### config.mk
export PLATFORM = sky130hd
export DESIGN_NAME = upc_checkout
export DESIGN_NICKNAME = d
export VERILOG_FILES = /design/src/rtl/upc_pkg.sv /design/src/rtl/upc_checkout_sat_counter.sv /design/src/rtl/upc_checkout.sv
export SDC_FILE = /design/constraint.sdc
export NUM_CORES = 1
export LEC_CHECK = 0
export CAP_MARGIN = 10
export CORE_ASPECT_RATIO = 1.2
export CORE_MARGIN = 4
export CORE_UTILIZATION = 49
export DETAILED_ROUTE_END_ITERATION = 8
export PLACE_DENSITY = 0.77
export SLEW_MARGIN = 20
export SYNTH_ARGS = -nofsm -noshare
export SYNTH_HDL_FRONTEND = slang
export SYNTH_SLANG_ARGS = --single-unit
### constraint.sdc
create_clock -name clk -period 2.05 [get_ports clk]
set_input_delay 0.3075 -clock clk [delete_from_list [all_inputs] [get_ports clk]]
set_output_delay 0.3075 -clock clk [all_outputs]
set_load 0.05 [all_outputs]
### src/rtl/upc_pkg.sv
// upc_pkg: shared state type, default lookup masks and item classifier for the checkout monitor
package upc_pkg;

    typedef enum logic {IDLE, ALARM} upc_state_e;

    localparam logic [15:0] DISC_MASK_DEF = 16'h0035;
    localparam logic [15:0] EXP_MASK_DEF  = 16'hF000;

    // Masks are passed zero-extended to 256 bits so any code width up to 8 fits
    function automatic logic [1:0] classify(
        input logic [7:0]   code,
        input logic         marked,
        input logic [255:0] disc_mask,
        input logic [255:0] exp_mask
    );
        return {disc_mask[code], exp_mask[code] & ~marked};
    endfunction

endpackage

### src/rtl/upc_checkout_sat_counter.sv
// sat_counter: up-counter with enable and synchronous clear that sticks at all-ones
module sat_counter #(
    parameter int W = 8
) (
    input  logic         clk,
    input  logic         reset_n,
    input  logic         en,
    input  logic         clr,
    output logic [W-1:0] cnt
);

    always_ff @(posedge clk or negedge reset_n)
        if (!reset_n)
            cnt <= '0;
        else
            cnt <= clr ? '0 : (en && cnt != '1) ? cnt + 1'b1 : cnt;

endmodule

### src/rtl/upc_checkout.sv
// upc_checkout: checkout-station monitor classifying scanned items and locking out scans
//               for a timed alarm after a theft
module upc_checkout
    import upc_pkg::*;
#(
    parameter int                   CODE_W    = 4,
    parameter int                   CNT_W     = 8,
    parameter logic [2**CODE_W-1:0] DISC_MASK = DISC_MASK_DEF,
    parameter logic [2**CODE_W-1:0] EXP_MASK  = EXP_MASK_DEF,
    parameter int                   ALARM_CYC = 16
) (
    input  logic              clk,
    input  logic              reset_n,
    input  logic              scan_valid,
    input  logic [CODE_W-1:0] scan_code,
    input  logic              scan_marked,
    output logic              scan_ready,
    input  logic              alarm_clr,
    input  logic              cnt_clr,
    output logic              discount,
    output logic              stolen,
    output logic              alarm,
    output logic [CODE_W-1:0] last_code,
    output logic [CNT_W-1:0]  item_cnt,
    output logic [CNT_W-1:0]  disc_cnt,
    output logic [CNT_W-1:0]  theft_cnt
);

    localparam int HW = (ALARM_CYC > 1) ? $clog2(ALARM_CYC) : 1;
    localparam logic [HW-1:0] HOLD_LOAD = HW'(ALARM_CYC - 1);

    upc_state_e    state, state_nx;
    logic [HW-1:0] hold;
    logic [1:0]    cls;
    logic          accept, disc, theft;

    assign cls        = classify(8'(scan_code), scan_marked, 256'(DISC_MASK), 256'(EXP_MASK));
    assign disc       = cls[1];
    assign theft      = cls[0];
    assign scan_ready = state == IDLE;
    assign alarm      = state == ALARM;
    assign accept     = scan_valid && scan_ready;

    always_comb begin
        state_nx = state;
        state_nx = (state == IDLE) ? ((accept && theft) ? ALARM : IDLE)
                                   : ((hold == '0 || alarm_clr) ? IDLE : ALARM);
    end

    // hold is only meaningful in ALARM; the wrap on exit is overwritten in IDLE
    always_ff @(posedge clk or negedge reset_n)
        if (!reset_n) begin
            state     <= IDLE;
            hold      <= '0;
            discount  <= 1'b0;
            stolen    <= 1'b0;
            last_code <= '0;
        end else begin
            state     <= state_nx;
            hold      <= (state == IDLE) ? ((accept && theft) ? HOLD_LOAD : '0) : hold - 1'b1;
            discount  <= accept && disc;
            stolen    <= accept && theft;
            last_code <= (accept && theft) ? scan_code : last_code;
        end

    sat_counter #(.W(CNT_W)) u_item (
        .clk(clk), .reset_n(reset_n), .en(accept), .clr(cnt_clr), .cnt(item_cnt)
    );

    sat_counter #(.W(CNT_W)) u_disc (
        .clk(clk), .reset_n(reset_n), .en(accept && disc), .clr(cnt_clr), .cnt(disc_cnt)
    );

    sat_counter #(.W(CNT_W)) u_theft (
        .clk(clk), .reset_n(reset_n), .en(accept && theft), .clr(cnt_clr), .cnt(theft_cnt)
    );

endmodule

==> results.sh, run 1 <==
export IMPL_slew_viol_final=0
export IMPL_cts_setup_buffers=0
export IMPL_clockRootBuffer="clkbuf_8"
export IMPL_fin_crit_sh_pct=94.4
export IMPL_ys_types=41
export IMPL_rsz0062_at_grt="false"
export IMPL_port_buffer_count=41
export IMPL_final_setup_viol_count=0
export IMPL_antenna_cells=0
export IMPL_core_sq_um=3370
export IMPL_die_h_microns=73.1
export IMPL_cpMaxStageDelayCell="clkdlybuf4s50_1"
export IMPL_hold_path_class="primary input to asynchronous set/reset pin"
export IMPL_total_power_mw=1.43
export IMPL_register_area_sq_um=876
export IMPL_startpoint_type="flop"
export IMPL_synthCells=164
export IMPL_ys_seq_area_share_pct=50.6
export IMPL_fin_setup_tns_ps=0
export IMPL_layout_drive_gt1_share_pct=9.48
export IMPL_cpLargestDelayFamily="buffers and inverters"
export IMPL_syn_cell_area_sq_um=1730
export IMPL_grt_use_total_pct=18.2
export IMPL_min_period_ps=1940
export IMPL_status="finished clean"
export IMPL_path_class="flop to output pin"
export IMPL_cts_buffers=5
export IMPL_num_io_pins=42
export IMPL_syn_avg_cell_area_sq_um=10.6
export IMPL_mostFrequentLayoutCells="40 x clkdlybuf4s50_1, 35 x dfrtp_1, 14 x a21oi_1, 11 x nand3_1, 10 x o21ai_0"
export IMPL_cts_sinks=35
export IMPL_ctsResizeCount=0
export IMPL_antenna_found_initial=0
export IMPL_path_buf_inv=1
export IMPL_worst_pin_slew_ps=557
export IMPL_syn2layout_area_growth_pct=30.9
export IMPL_clkSlewWorstSetupHoldPaths_ps=60
export IMPL_place_congestion=0.773
export IMPL_clock_fmax_ghz=0.517
export IMPL_slew_headroom_pct=62.7
export IMPL_ys_warn_count=0
export IMPL_routedWlPerCell_microns=15.8
export IMPL_dp_hpwl_mm=2.86
export IMPL_ys_seq_elements=35
export IMPL_crit_path_cell_trace="clkdlybuf4s50_1"
export IMPL_cellLeakagePower_nw=0.935
export IMPL_via_per_inst=6.02
export IMPL_via_count=1494
export IMPL_syn_nets=178
export IMPL_die_w_microns=62.3
export IMPL_crit_required_ps=1740
export IMPL_synth_edf_count=0
export IMPL_dr_first_iter_drc_count=50
export IMPL_fin_nets=226
export IMPL_layout_commonest_cell="clkdlybuf4s50_1"
export IMPL_dieArea_sq_um=4550
export IMPL_drt_wl_total_mm=3.93
export IMPL_ant_nets=0
export IMPL_grt_overflow=0
export IMPL_synth_ff_type="dfrtp_1"
export IMPL_worst_ir_drop_vdd_mv=0.560
export IMPL_synth_async_reset_ratio_pct=100
export IMPL_nFillCells=280
export IMPL_slowest_delay_ps=860
export IMPL_finalClockSkew_ps=5.32
export IMPL_grt_max_degree=36
export IMPL_drc=0
export IMPL_num_rows=23
export IMPL_finalHoldViolCount=0
export IMPL_cap_violations=0
export IMPL_cts_tree="built"
export IMPL_insertion_delay_ps=290
export IMPL_clk_path_buf_depth=2
export IMPL_initial_core_util_pct=51.4
export IMPL_critPathMaxFanout=9
export IMPL_htree_levels=2
export IMPL_multi_input_area_sq_um=791
export IMPL_grt_pass1_vias=1434
export IMPL_cts_hold_buffers=0
export IMPL_grt_pass1_wl_mm=6.54
export IMPL_arrival_ps=1630
export IMPL_p_per_area_nw_per_um2=633
export IMPL_dr_pass1_iters=4
export IMPL_endpoint_kind="output pin"
[synth_stat cells (4+ instances only)]
| master | instances | area share (%) |
|---|---|---|
| xor2_1 | 4 | 2.0 |
| inv_1 | 7 | 1.5 |
| o21ai_0 | 10 | 2.9 |
| clkbuf_1 | 4 | 0.87 |
| ha_1 | 4 | 2.9 |
| or3_1 | 6 | 2.2 |
| nor2_1 | 9 | 2.0 |
| o31ai_1 | 6 | 2.6 |
| nand4_1 | 4 | 1.4 |
| nor3_1 | 4 | 1.2 |
| dfrtp_1 | 35 | 51 |
| a21oi_1 | 14 | 4.0 |
| or4_1 | 4 | 1.7 |
| nand3_1 | 11 | 3.2 |
[registers in the layout, summed over array words and instances (netlist names)]
signal / count
alarm: 1
u_theft.cnt: 8
last_code: 4
u_item.cnt: 8
hold: 4
u_disc.cnt: 8
stolen: 1
discount: 1
[per-stage QoR]
| stage | hold slack [ps] | setup slack [ps] | std cells | util [%] | instance area, sq um |
|---|---|---|---|---|---|
| floorplan | 11.9 | 166 | 164 | - | 1730 |
| global placement | 452 | 139 | 242 | 65.1 | 2190 |
| detailed placement | 464 | 61.5 | 242 | 65.1 | 2190 |
| CTS | 439 | 113 | 248 | 67.3 | 2260 |
| global route | 469 | 34.1 | 248 | 67.3 | 2260 |
| finish | 421 | 115 | 248 | 67.3 | 2260 |
[cell families (layout without fill, tap and decap cells)]
kind of cell	Yosys count	in the layout	share of synthesized area [%]
buf+inv	13	60	3.69
mux	6	6	3.83
compound gates	40	40	14.8
simple gates	59	59	20.7
flops	35	35	50.6
xor+xnor	7	7	3.54
fa+ha+maj	4	4	2.89
[per-layer routing]
layer	vias up	part of all wire [%]	track usage (%)
met5	-	0	0
met4	0	1.5	7.08
met3	7	7.5	7.24
met2	57	49	30.4
met1	720	42	21.0
li1	710	-	-
[final cells by class]
cell class,count,area share (%)
sequential,35,38.7
inverter,7,1.16
tap,37,2.04
clock buffer,6,3.20
multi-input combinational,116,34.9
timing repair buffer,47,20.0
[worst reg2reg max path: cells and delay by family (launching register included)]
family                     cells  cell delay [ps]
AOI/OAI and AO/OA              1              160
adders and majority gates      1              290
DFF                            1              430
and+or+nand+nor                3              720
[power by group]
group	internal, mW	leakage [nW]	switching, mW
clock	0.226	0.0371	0.223
combinational	0.0939	0.427	0.152
sequential	0.718	0.471	0.0199
total	1.04	0.935	0.395
[path summary, 6_finish.rpt]
kind                                from       endpoint  cells past startpoint  slack [ps]
setup / recovery           u_item.cnt[7]    item_cnt[7]                      1         110
hold / removal                   reset_n       discount                      2         420
setup reg to reg           u_disc.cnt[0]  u_disc.cnt[5]                      5         380
hold reg to reg             last_code[2]   last_code[2]                      1         490
max in group asynchronous        reset_n        hold[3]                      2        1310
min in group clk            last_code[2]   last_code[2]                      1         490
Power figures use the tool's default switching activity.
==> inputs of run 2 (changes only) <==
--- a/config.mk
+++ b/config.mk
@@ -7,7 +7,6 @@
 export LEC_CHECK = 0
 export CAP_MARGIN = 10
 export CORE_ASPECT_RATIO = 1.2
-export CORE_MARGIN = 4
 export CORE_UTILIZATION = 49
 export DETAILED_ROUTE_END_ITERATION = 8
 export PLACE_DENSITY = 0.77
@@ -15,3 +14,4 @@
 export SYNTH_ARGS = -nofsm -noshare
 export SYNTH_HDL_FRONTEND = slang
 export SYNTH_SLANG_ARGS = --single-unit
+export TNS_END_PERCENT = 30
==> run 2 against run 1 <==
Against the previous run:
- hold slack better by 4.5 ps
- wire length is 5.8% lower
- global-route usage increased by 4.0 points
- core utilization rose by 0.82 points
- sequential cell count unchanged
- critical endpoint unchanged
- largest power group unchanged
==> results.sh, run 2 (same netlist as run 1, synthesis figures left out) <==
export IMPL_status="finished clean"
export IMPL_dieArea_sq_um=3770
export IMPL_grt_use_total_pct=22.2
export IMPL_syn2layout_area_growth_pct=32.5
export IMPL_layout_commonest_cell="clkdlybuf4s50_1"
export IMPL_nFillCells=275
export IMPL_slowest_delay_ps=850
export IMPL_cpLargestDelayFamily="buffers and inverters"
export IMPL_slew_viol_final=0
export IMPL_total_power_mw=1.53
export IMPL_fin_nets=226
export IMPL_via_per_inst=5.84
export IMPL_insertion_delay_ps=290
export IMPL_p_per_area_nw_per_um2=666
export IMPL_cellLeakagePower_nw=0.950
export IMPL_place_congestion=0.870
export IMPL_timing_hold_ws_ps=425
export IMPL_initial_core_util_pct=51.4
export IMPL_die_w_microns=56.3
export IMPL_combPwrFrac_pct=16.1
export IMPL_dp_hpwl_mm=2.63
export IMPL_cts_setup_buffers=0
export IMPL_die_h_microns=67.1
export IMPL_grt_pass1_vias=1425
export IMPL_min_period_ps=1930
export IMPL_clock_fmax_ghz=0.518
export IMPL_path_buf_inv=1
export IMPL_port_buffer_count=41
export IMPL_arrival_ps=1620
export IMPL_fin_crit_sh_pct=94.2
export IMPL_path_class="flop to output pin"
export IMPL_antenna_found_initial=0
export IMPL_intPower_mw=1.12
export IMPL_endpoint_kind="output pin"
export IMPL_via_count=1459
export IMPL_layout_drive_gt1_share_pct=10.3
export IMPL_rsz0062_at_grt="false"
export IMPL_num_io_pins=42
export IMPL_finalHoldViolCount=0
export IMPL_grt_overflow=0
export IMPL_crit_required_ps=1740
export IMPL_largest_registers="u_disc.cnt: 8 flops, u_item.cnt: 8 flops, u_theft.cnt: 8 flops"
export IMPL_cts_sinks=35
export IMPL_pwr_share_clk_pct=35.6
export IMPL_cap_violations=0
export IMPL_worst_ir_drop_vdd_mv=0.539
export IMPL_cts_tree="built"
export IMPL_p_sw_share_pct=26.8
export IMPL_mostFrequentLayoutCells="40 x clkdlybuf4s50_1, 35 x dfrtp_1, 14 x a21oi_1, 11 x nand3_1, 10 x o21ai_0"
export IMPL_core_sq_um=3370
export IMPL_ant_nets=0
export IMPL_critPathMaxFanout=9
export IMPL_clkSlewWorstSetupHoldPaths_ps=70
export IMPL_grt_use_met2_pct=34.8
export IMPL_drt_wl_total_mm=3.70
export IMPL_dr_first_iter_drc_count=45
export IMPL_htree_levels=2
export IMPL_switching_power_mw=0.409
export IMPL_num_rows=23
export IMPL_cts_buffers=5
export IMPL_grt_busiest_layer="met2"
export IMPL_fin_setup_tns_ps=0
export IMPL_slew_headroom_pct=63.0
export IMPL_use_met1_pct=27.7
export IMPL_clockRootBuffer="clkbuf_8"
export IMPL_antenna_cells=0
export IMPL_ctsResizeCount=0
export IMPL_dr_pass1_iters=4
export IMPL_worst_pin_slew_ps=553
export IMPL_hold_path_class="primary input to asynchronous set/reset pin"
export IMPL_final_setup_viol_count=0
export IMPL_r2r_slack_ps=360
export IMPL_cts_hold_buffers=0
export IMPL_clk_path_buf_depth=2
export IMPL_drc=0
export IMPL_crit_path_cell_trace="clkdlybuf4s50_1"
export IMPL_grt_max_degree=36
export IMPL_fin_cells=250
export IMPL_grt_util_met3_pct=7.38
export IMPL_pwr_share_seq_pct=48.3
export IMPL_place_inst=242
export IMPL_finalClockSkew_ps=5.80
export IMPL_utilization_pct=68.1
export IMPL_startpoint_type="flop"
export IMPL_grt_pass1_wl_mm=6.40
export IMPL_cpMaxStageDelayCell="clkdlybuf4s50_1"
export IMPL_routedWlPerCell_microns=14.8
[run 2: worst paths after layout]
kind                                     from             to  cells after the start
worst max-delay path            u_item.cnt[7]    item_cnt[7]                      1
worst min-delay path                  reset_n  u_disc.cnt[2]                      2
max in group asynchronous             reset_n  u_item.cnt[0]                      2
worst max register to register  u_disc.cnt[0]  u_disc.cnt[5]                      5
worst min register to register   last_code[3]   last_code[3]                      1
min in group clk                 last_code[3]   last_code[3]                      1
[run 2: per-stage QoR]
stage	setup slack (ps)	instance area, sq um
3_5_place_dp	30.2	2190
3_3_place_gp	140	2190
2_1_floorplan	166	1730
6_report	118	2290
4_1_cts	107	2290
5_1_grt	51.5	2290
[run 2: layout make-up]
| type | count | area, sq um | area share [%] |
|---|---|---|---|
| inverters | 7 | 26.3 | 1.15 |
| flip-flops and latches | 35 | 876 | 38.2 |
| clock buffers | 8 | 100 | 4.37 |
| well taps | 37 | 46.3 | 2.02 |
| repair buffers | 47 | 453 | 19.8 |
| multi-input cells | 116 | 791 | 34.5 |
[run 2: metal layers]
metal	share of wire, %	vias up	wire, microns
met5	0	-	0
met4	2.2	0	82
met3	6.1	8	227
met2	48	38	1780
met1	44	704	1610
li1	-	709	-
[run 2: power groups by stage]
stage / clock network (mW) / logic, mW / registers, mW
floorplan: 0 / 0.0699 / 0.826
global placement: 0 / 0.242 / 0.748
detailed placement: 0 / 0.247 / 0.750
CTS: 0.559 / 0.249 / 0.738
global route: 0.583 / 0.262 / 0.742
finish: 0.544 / 0.245 / 0.738
[run 2: worst reg2reg max path, cell delays in order (launching register included)]
cell and delay [ps]:
dfrtp_1 430, ha_1 270, nand3_1 100, nor2_1 130, or4_1 500, a21oi_1 180
